`config.mk`:
```
export PLATFORM = sky130hd
export DESIGN_NAME = fb_write_stager
export DESIGN_NICKNAME = d
export VERILOG_FILES = /design/src/rtl/fb_write_stager.sv
export SDC_FILE = /design/constraint.sdc
export NUM_CORES = 1
export LEC_CHECK = 0
export ABC_AREA = 1
export BUFFER_PORTS_ARGS = -buffer_cell sky130_fd_sc_hd__buf_2
export CELL_PAD_IN_SITES_DETAIL_PLACEMENT = 0
export CELL_PAD_IN_SITES_GLOBAL_PLACEMENT = 1
export CORE_MARGIN = 1
export CORE_UTILIZATION = 46
export DETAILED_ROUTE_END_ITERATION = 10
export PLACE_DENSITY_LB_ADDON = 0.08
export SLEW_MARGIN = 20
export SYNTH_ARGS = -nofsm -noshare
export SYNTH_HDL_FRONTEND = slang
export SYNTH_SLANG_ARGS = --single-unit
```
`constraint.sdc`:
```
create_clock -name clk_cpu_fast -period 3 [get_ports clk_cpu_fast]
set_input_delay 0.3 -clock clk_cpu_fast [delete_from_list [all_inputs] [get_ports clk_cpu_fast]]
set_output_delay 0.3 -clock clk_cpu_fast [all_outputs]
set_load 0.01 [all_outputs]
```
`src/rtl/fb_write_stager.sv`:
```
// Queues CPU frame-buffer writes and replays each as a slow setup/strobe/gap sequence
// for the CPU->video synchronizer. Optional tail-entry coalescing: FB_STAGER_COALESCE_EN.
module fb_write_stager #(
  parameter int DEPTH          = 4,
  parameter int SETUP_CYCLES   = 2,
  parameter int WE_HIGH_CYCLES = 4,
  parameter int WE_LOW_CYCLES  = 4
) (
  input  logic                     clk_cpu_fast,
  input  logic                     rst,
  input  logic                     req_valid,
  input  logic [11:0]              req_addr,
  input  logic [11:0]              req_data,
  output logic                     req_ready,
  output logic [11:0]              cpu_fb_addr,
  output logic [11:0]              cpu_fb_data,
  output logic                     cpu_fb_we,
  output logic                     busy,
  output logic [$clog2(DEPTH):0]   fifo_count
);

  localparam int PW   = $clog2(DEPTH);
  localparam int CW   = PW + 1;
  localparam int MAXC = (SETUP_CYCLES > WE_HIGH_CYCLES) ?
                        ((SETUP_CYCLES > WE_LOW_CYCLES) ? SETUP_CYCLES : WE_LOW_CYCLES) :
                        ((WE_HIGH_CYCLES > WE_LOW_CYCLES) ? WE_HIGH_CYCLES : WE_LOW_CYCLES);
  localparam int TW   = $clog2(MAXC);
  localparam logic [CW-1:0] FULL = CW'(DEPTH);

  typedef enum logic [1:0] {S_IDLE, S_SETUP, S_STROBE, S_GAP} state_t;

  logic [23:0]   mem_q [DEPTH];
  logic [PW-1:0] wr_ptr_q, wr_ptr_d;
  logic [PW-1:0] rd_ptr_q, rd_ptr_d;
  logic [CW-1:0] count_q, count_d;
  state_t        state_q;
  logic [TW-1:0] tmr_q;
  logic [11:0]   addr_q, data_q;
  logic          we_q;

  logic push, push_enq, pop, coalesce;

  assign pop  = (state_q == S_IDLE) && (count_q != '0);
  assign push = req_valid && req_ready;

`ifdef FB_STAGER_COALESCE_EN
  logic [PW-1:0] tail_ptr;
  logic          tail_hit;
  // The head may already be on its way out, so only a non-head tail is merged.
  assign tail_ptr  = wr_ptr_q - PW'(1);
  assign tail_hit  = (count_q >= CW'(2)) && (mem_q[tail_ptr][23:12] == req_addr);
  assign coalesce  = push && tail_hit;
  assign req_ready = (count_q < FULL) || tail_hit;
`else
  assign coalesce  = 1'b0;
  assign req_ready = (count_q < FULL);
`endif

  assign push_enq = push && !coalesce;

  always_comb begin
    wr_ptr_d = wr_ptr_q;
    rd_ptr_d = rd_ptr_q;
    count_d  = count_q;
    if (push_enq) wr_ptr_d = wr_ptr_q + PW'(1);
    if (pop)      rd_ptr_d = rd_ptr_q + PW'(1);
    if (push_enq && !pop)      count_d = count_q + CW'(1);
    else if (!push_enq && pop) count_d = count_q - CW'(1);
  end

  always_ff @(posedge clk_cpu_fast or posedge rst) begin
    if (rst) begin
      wr_ptr_q <= '0;
      rd_ptr_q <= '0;
      count_q  <= '0;
    end else begin
      wr_ptr_q <= wr_ptr_d;
      rd_ptr_q <= rd_ptr_d;
      count_q  <= count_d;
    end
  end

  // Storage carries no reset; occupancy alone defines which entries are valid.
  always_ff @(posedge clk_cpu_fast) begin
    if (push_enq) mem_q[wr_ptr_q] <= {req_addr, req_data};
`ifdef FB_STAGER_COALESCE_EN
    if (coalesce) mem_q[tail_ptr][11:0] <= req_data;
`endif
  end

  always_ff @(posedge clk_cpu_fast or posedge rst) begin
    if (rst) begin
      state_q <= S_IDLE;
      tmr_q   <= '0;
      addr_q  <= '0;
      data_q  <= '0;
      we_q    <= 1'b0;
    end else begin
      case (state_q)
        S_IDLE: begin
          if (count_q != '0) begin
            addr_q  <= mem_q[rd_ptr_q][23:12];
            data_q  <= mem_q[rd_ptr_q][11:0];
            tmr_q   <= TW'(SETUP_CYCLES - 1);
            state_q <= S_SETUP;
          end
        end
        S_SETUP: begin
          if (tmr_q == '0) begin
            we_q    <= 1'b1;
            tmr_q   <= TW'(WE_HIGH_CYCLES - 1);
            state_q <= S_STROBE;
          end else begin
            tmr_q <= tmr_q - TW'(1);
          end
        end
        S_STROBE: begin
          if (tmr_q == '0) begin
            we_q    <= 1'b0;
            tmr_q   <= TW'(WE_LOW_CYCLES - 1);
            state_q <= S_GAP;
          end else begin
            tmr_q <= tmr_q - TW'(1);
          end
        end
        S_GAP: begin
          if (tmr_q == '0) state_q <= S_IDLE;
          else             tmr_q   <= tmr_q - TW'(1);
        end
        default: state_q <= S_IDLE;
      endcase
    end
  end

  assign cpu_fb_addr = addr_q;
  assign cpu_fb_data = data_q;
  assign cpu_fb_we   = we_q;
  assign busy        = (state_q != S_IDLE) || (count_q != '0);
  assign fifo_count  = count_q;

endmodule

```
## Word-level counts from Yosys, hierarchy flattened

Memories as Yosys holds them, arrays and structs flattened. A register that Yosys moved wholly into a read port is not among the register bits.
Index checks and enable logic that the tools add are counted.

- Register bits after elaboration: 12
- Memories: 1
- RAM bits: 96
- Output and inout port bits: 30

- Add/sub/neg operators: 5
- Eq/ne operators: 8
- Magnitude comparators: 1
- Muxes and demuxes: 15
- Reductions and logical operators: 18

Memory list:

| name | words | bits a word | read ports | clocked after memory_dff | write ports | RTL line | RTL |
|---|---|---|---|---|---|---|---|
| mem_q | 4 | 24 | 1 | 1 | 1 | 32 | `logic [23:0] mem_q [DEPTH];` |

Operator list:

| cell | number |
|---|---|
| 2-bit 2-to-1 mux | 6 |
| 2-bit inequality test (second input constant) | 4 |
| 2-bit case mux with 4 select lines | 1 |
| 3-bit 2-to-1 mux | 2 |
| 2-bit case mux with 3 select lines | 1 |
| 2-bit nonzero test | 3 |
| 2-bit by 1-bit adder with 2-bit output (second input constant) | 2 |
| 2-bit == test (second input constant) | 2 |
| 1-bit logical AND | 4 |
| 2-bit logical NOT | 2 |
| 1-bit 2-to-1 mux | 4 |
| 2-bit AND reduction | 2 |
| 4-bit AND reduction | 1 |
| 3-bit by 1-bit adder with 3-bit output (second input constant) | 1 |
| 3-bit < comparator (second input constant) | 1 |
| 3-bit AND reduction | 1 |
| 3-bit nonzero test | 1 |
| 3-bit by 1-bit subtractor with 3-bit output (second input constant) | 1 |
| 2-bit by 1-bit == test with 1-bit output (second input constant) | 1 |
| 1-bit logical NOT | 2 |
| 2-bit by 1-bit inequality test with 1-bit output (second input constant) | 1 |
| 1-bit case mux with 2 select lines | 1 |
| 2-bit OR reduction | 1 |
| 2-bit by 1-bit subtractor with 2-bit output (second input constant) | 1 |
| 1-bit logical OR | 1 |

## Logic depth before layout (Yosys ltp)

- Depth after elaboration: 6
- Mapped depth: 12
- Depth with buffers taken out: 10

## Least setup slack after synthesis

Ideal clock, no wire load.

- Kind: flip-flop to flip-flop
- From: register count_q[2], in the netlist fifo_count[2]
- To: memory mem_q[0][0] (enable)
- Data arrival time: 1756 ps
- Clock period less this slack: 2161 ps
- Path slack: 839 ps
- Required time: 2595 ps
- Setup time: 405 ps
- Cell stages (with the launch flop): 4
- Buffers on the path: 0
- Cell sequence: dfrtp_1 inv_1 nand2_1 nor2_1

- Cells in the longest elaborated chain, start to end: 4

RTL lines:

| item | RTL line | RTL |
|---|---|---|
| start: declaration | 35 | `logic [CW-1:0] count_q, count_d;` |
| start signal: assignment | 79 | `count_q <= count_d;` |
| 3-bit < comparator | 56 | `assign req_ready = (count_q < FULL);` |
| named net req_ready | 14 | `output logic req_ready,` |
| 1-bit logical AND | 44 | `assign push = req_valid && req_ready;` |
| 1-bit 2-to-1 mux | 85 | `if (push_enq) mem_q[wr_ptr_q] <= {req_addr, req_data};` |
| 1-bit 2-to-1 mux (implied by the code) | 85 |  |
| end: declaration | 32 |  |

The timed path passes the listed nets, and every way through them passes these cells.

## Final worst setup path

- From: register state_q[0]
- To: register count_q[2], in the netlist fifo_count[2]

- Cells in the longest elaborated chain, start to end: 5

RTL lines:

| item | RTL line | RTL |
|---|---|---|
| start: declaration | 36 | `state_t state_q;` |
| start signal: assignment | 93 | `state_q <= S_IDLE;` |
| start signal: assignment | 105 | `state_q <= S_SETUP;` |
| start signal: assignment | 112 | `state_q <= S_STROBE;` |
| 2-bit logical NOT * | 43 | `assign pop = (state_q == S_IDLE) && (count_q != '0);` |
| 1-bit logical AND * | 43 |  |
| 1-bit logical NOT | 67 | `if (push_enq && !pop) count_d = count_q + CW'(1);` |
| 1-bit logical AND | 67 |  |
| 3-bit 2-to-1 mux / 2-bit nonzero test (equally long branches) | -- |  |

Every way passes the cells marked *; elsewhere a longest branch is shown, timed or not.
A chain may end at the register's enable or synchronous reset.

==> results_dict.tcl <==
set metrics [dict create \
    max_freq_mhz 507 \
    synthArstFlopShare 0.273 \
    netlist_top_cells_area "edfxtp_1, dfrtp_1, nand2_1, inv_1, nand3_1" \
    gr-total-overflow 0 \
    root_buffer "clkbuf_16" \
    rsz0062_at_grt "no" \
    setup_viol 0 \
    power.leakage_nw 3.38 \
    p_total_mw 7.33 \
    fin_nets 677 \
    relSlewSlack 0.340 \
    ys_top_cells_by_count "nand2_1, inv_1, edfxtp_1" \
    synth-seq-cells 132 \
    antenna_found_initial 0 \
    drive_gt1_frac 0.155 \
    yosysTopAreaCellShare 0.503 \
    end_kind "flop" \
    yosysSeqAreaShare 0.660 \
    yosysMostFrequentCell "nand2_1" \
    worstHoldPathCells 1 \
    cts_buffer_depth 2 \
    post-route-cell-area_um2 6850 \
    period_share 0.658 \
    holdPathEnd "mem_q[0][3]$_DFFE_PP_" \
    syn_area_per_cell_um2 9.98 \
    finalClockSkew_ns 0.00373 \
    slowest_stage "dfrtp_1" \
    n_fill_cell 1067 \
    rr_startpoint "state_q[0]$_DFFE_PP0P_" \
    worstPathMaxFanout 4 \
    start_kind "flop" \
    slew_viol_final 0 \
    grt_max_degree 50 \
    cap_violations 0 \
    finalHoldViolCount 0 \
    ys_types 20 \
    clock_sinks 132 \
    peakVddDrop_mv 0.459 \
    syn-instance-count 574 \
    hpwl_um 6400 \
    cp.required_ns 3.30 \
    critPathMaxStageDelay_ns 0.39 \
    io_buffers 56 \
    cts_tree "done" \
    syn2layout_area_growth_pct 19.5 \
    vias_per_cell 4.50 \
    period_needed_ns 1.97 \
    placed_cell_area_um2 6150 \
    drt-total-wl_um 11000 \
    path_cells "inv_1 > ha_1 > nand2_1 > ha_1 > inv_1 > fa_1 > nand2_1 > nand3_1 > xor2_1" \
    fp.dieW_um 114 \
    tightest_slew_ns 0.989 \
    syn-num-nets 613 \
    vias 3689 \
    reg2reg_to "fifo_count[2]$_DFFE_PP0P_" \
    multiInputGateArea_um2 1360 \
    gp_congestion 0.731 \
    dr.first_iter.drc_count 165 \
    dieArea_um2 12900 \
    start_util 0.475 \
    ys.flop_type "edfxtp_1" \
    worstSetupPathType "flop to flop" \
    hp-class "input pin to flop" \
    r2r.worst_path.cells 9 \
    n_antenna_cell 0 \
    postRouteAntennaNets 0 \
    clkTransAtPathRegs_ns 0.06 \
    track_usage 0.191 \
    core-area_um2 12100 \
    ios 57 \
    clkLatencyLatePin_ns 0.41 \
    die_y_um 114 \
    yosys_warnings 0 \
    cts_setup_buffers 0 \
    hold_path_startpoint "req_data[3]" \
    synth_edf_count 96 \
    first_pass_iters 4 \
    yosysTopAreaCell "edfxtp_1" \
    status "completed" \
    row_count 40 \
    fin_setup_tns_ns 0 \
    power_density_nw_per_um2 1070 \
    fin_hold_ws_ns 0.0978 \
    grt_first_pass_wirelength_um 18000 \
    netlist_area_um2 5730 \
    drcViolationCount 0 \
    rrSetupSlack_ns 1.03 \
    cts_buffers 17 \
    wire_per_inst_um 13.4 \
    cts_max_level 4 \
    grt_pass1_vias 3666 \
    register_area_um2 3780 \
    arrival_ns 2.27 \
]
-- flip-flops by register name, indices dropped and copies added, names as in the netlist --
signal,count
mem_q,96
cpu_fb_addr,12
cpu_fb_data,12
fifo_count,3
rd_ptr_q,2
state_q,2
tmr_q,2
wr_ptr_q,2
cpu_fb_we,1
-- routing by layer --
| metal | share of wire | vias up | GRT usage | routed length (um) |
|---|---|---|---|---|
| met4 | 0.017 | 0 | 0.0868 | 189 |
| met5 | 0 | - | 0 | 0 |
| li1 | - | 1891 | - | - |
| met2 | 0.49 | 65 | 0.325 | 5430 |
| met1 | 0.45 | 1717 | 0.231 | 4920 |
| met3 | 0.040 | 16 | 0.0462 | 443 |
-- where the power goes --
group          internal, mW  switching, mW  total, mW
clock                  1.64          0.727       2.37
sequential             2.43          0.182       2.62
combinational         0.788           1.56       2.35
-- per-stage QoR --
step           cells  worst slack [ns]  utilization
2_1_floorplan    574             0.839            -
3_3_place_gp     786              1.08        0.510
3_5_place_dp     786              1.03        0.510
4_1_cts          819              1.03        0.568
5_1_grt          819             0.855        0.568
6_report         819              1.03        0.568
-- kinds of logic after synthesis --
group / count (synthesis) / share of synthesized area
and+or+nand+nor: 278 / 0.194
buffers and inverters: 141 / 0.104
DFF: 132 / 0.660
adders and majority gates: 12 / 0.0275
AOI/OAI and AO/OA: 6 / 0.00611
xor gates and xnor gates: 5 / 0.00764
-- area by class of cell --
cell class                      instances  share of cell area
Tap cell                              168              0.0307
Inverter                              120              0.0658
Timing Repair Buffer                   66              0.0523
Clock buffer                           22              0.0707
Sequential cell                       132               0.553
Multi-Input combinational cell        301               0.199
Clock inverter                         10              0.0291
-- worst max path at each step --
stage,slack [ns],from,end,cells after the start
6_report,1.03,state_q[0]$_DFFE_PP0P_,fifo_count[2]$_DFFE_PP0P_,9
5_1_grt,0.85,state_q[0]$_DFFE_PP0P_,fifo_count[2]$_DFFE_PP0P_,10
4_1_cts,1.03,fifo_count[2]$_DFFE_PP0P_,fifo_count[2]$_DFFE_PP0P_,9
3_5_place_dp,1.03,state_q[0]$_DFFE_PP0P_,fifo_count[2]$_DFFE_PP0P_,9
3_3_place_gp,1.08,fifo_count[2]$_DFFE_PP0P_,fifo_count[2]$_DFFE_PP0P_,10
2_1_floorplan,0.84,fifo_count[2]$_DFFE_PP0P_,mem_q[0][0]$_DFFE_PP_,3
-- worst max-delay path: cells and delay by family, from the launching register on --
kind	cells	cell delay [ns]
fa+ha+maj	3	0.84
buf+inv	2	0.18
flops	1	0.39
xor+xnor	1	0.15
simple gates	3	0.32
-- cells in the final DEF (no fill, tap or decap), drive strengths merged --
master	Yosys	routed
fa	1	1
xor2	3	3
xnor2	2	2
nand3	54	54
a21o	1	1
bufinv	0	6
edfxtp	96	96
inv	120	119
a21oi	1	1
o21ai	3	3
clkinv	0	5
or2	1	1
clkbuf	1	22
buf	20	65
dfrtp	36	36
nand2	215	215
o21bai	1	1
dlygate4sd3	0	1
ha	11	11
nor2	8	8
-- what timing repair did --
action                    in CTS  in global routing
gates resized for setup        0                  0
hold buffers                   1                  0
hold endpoints to repair      13                  0
(Power assumes the default switching activity.)
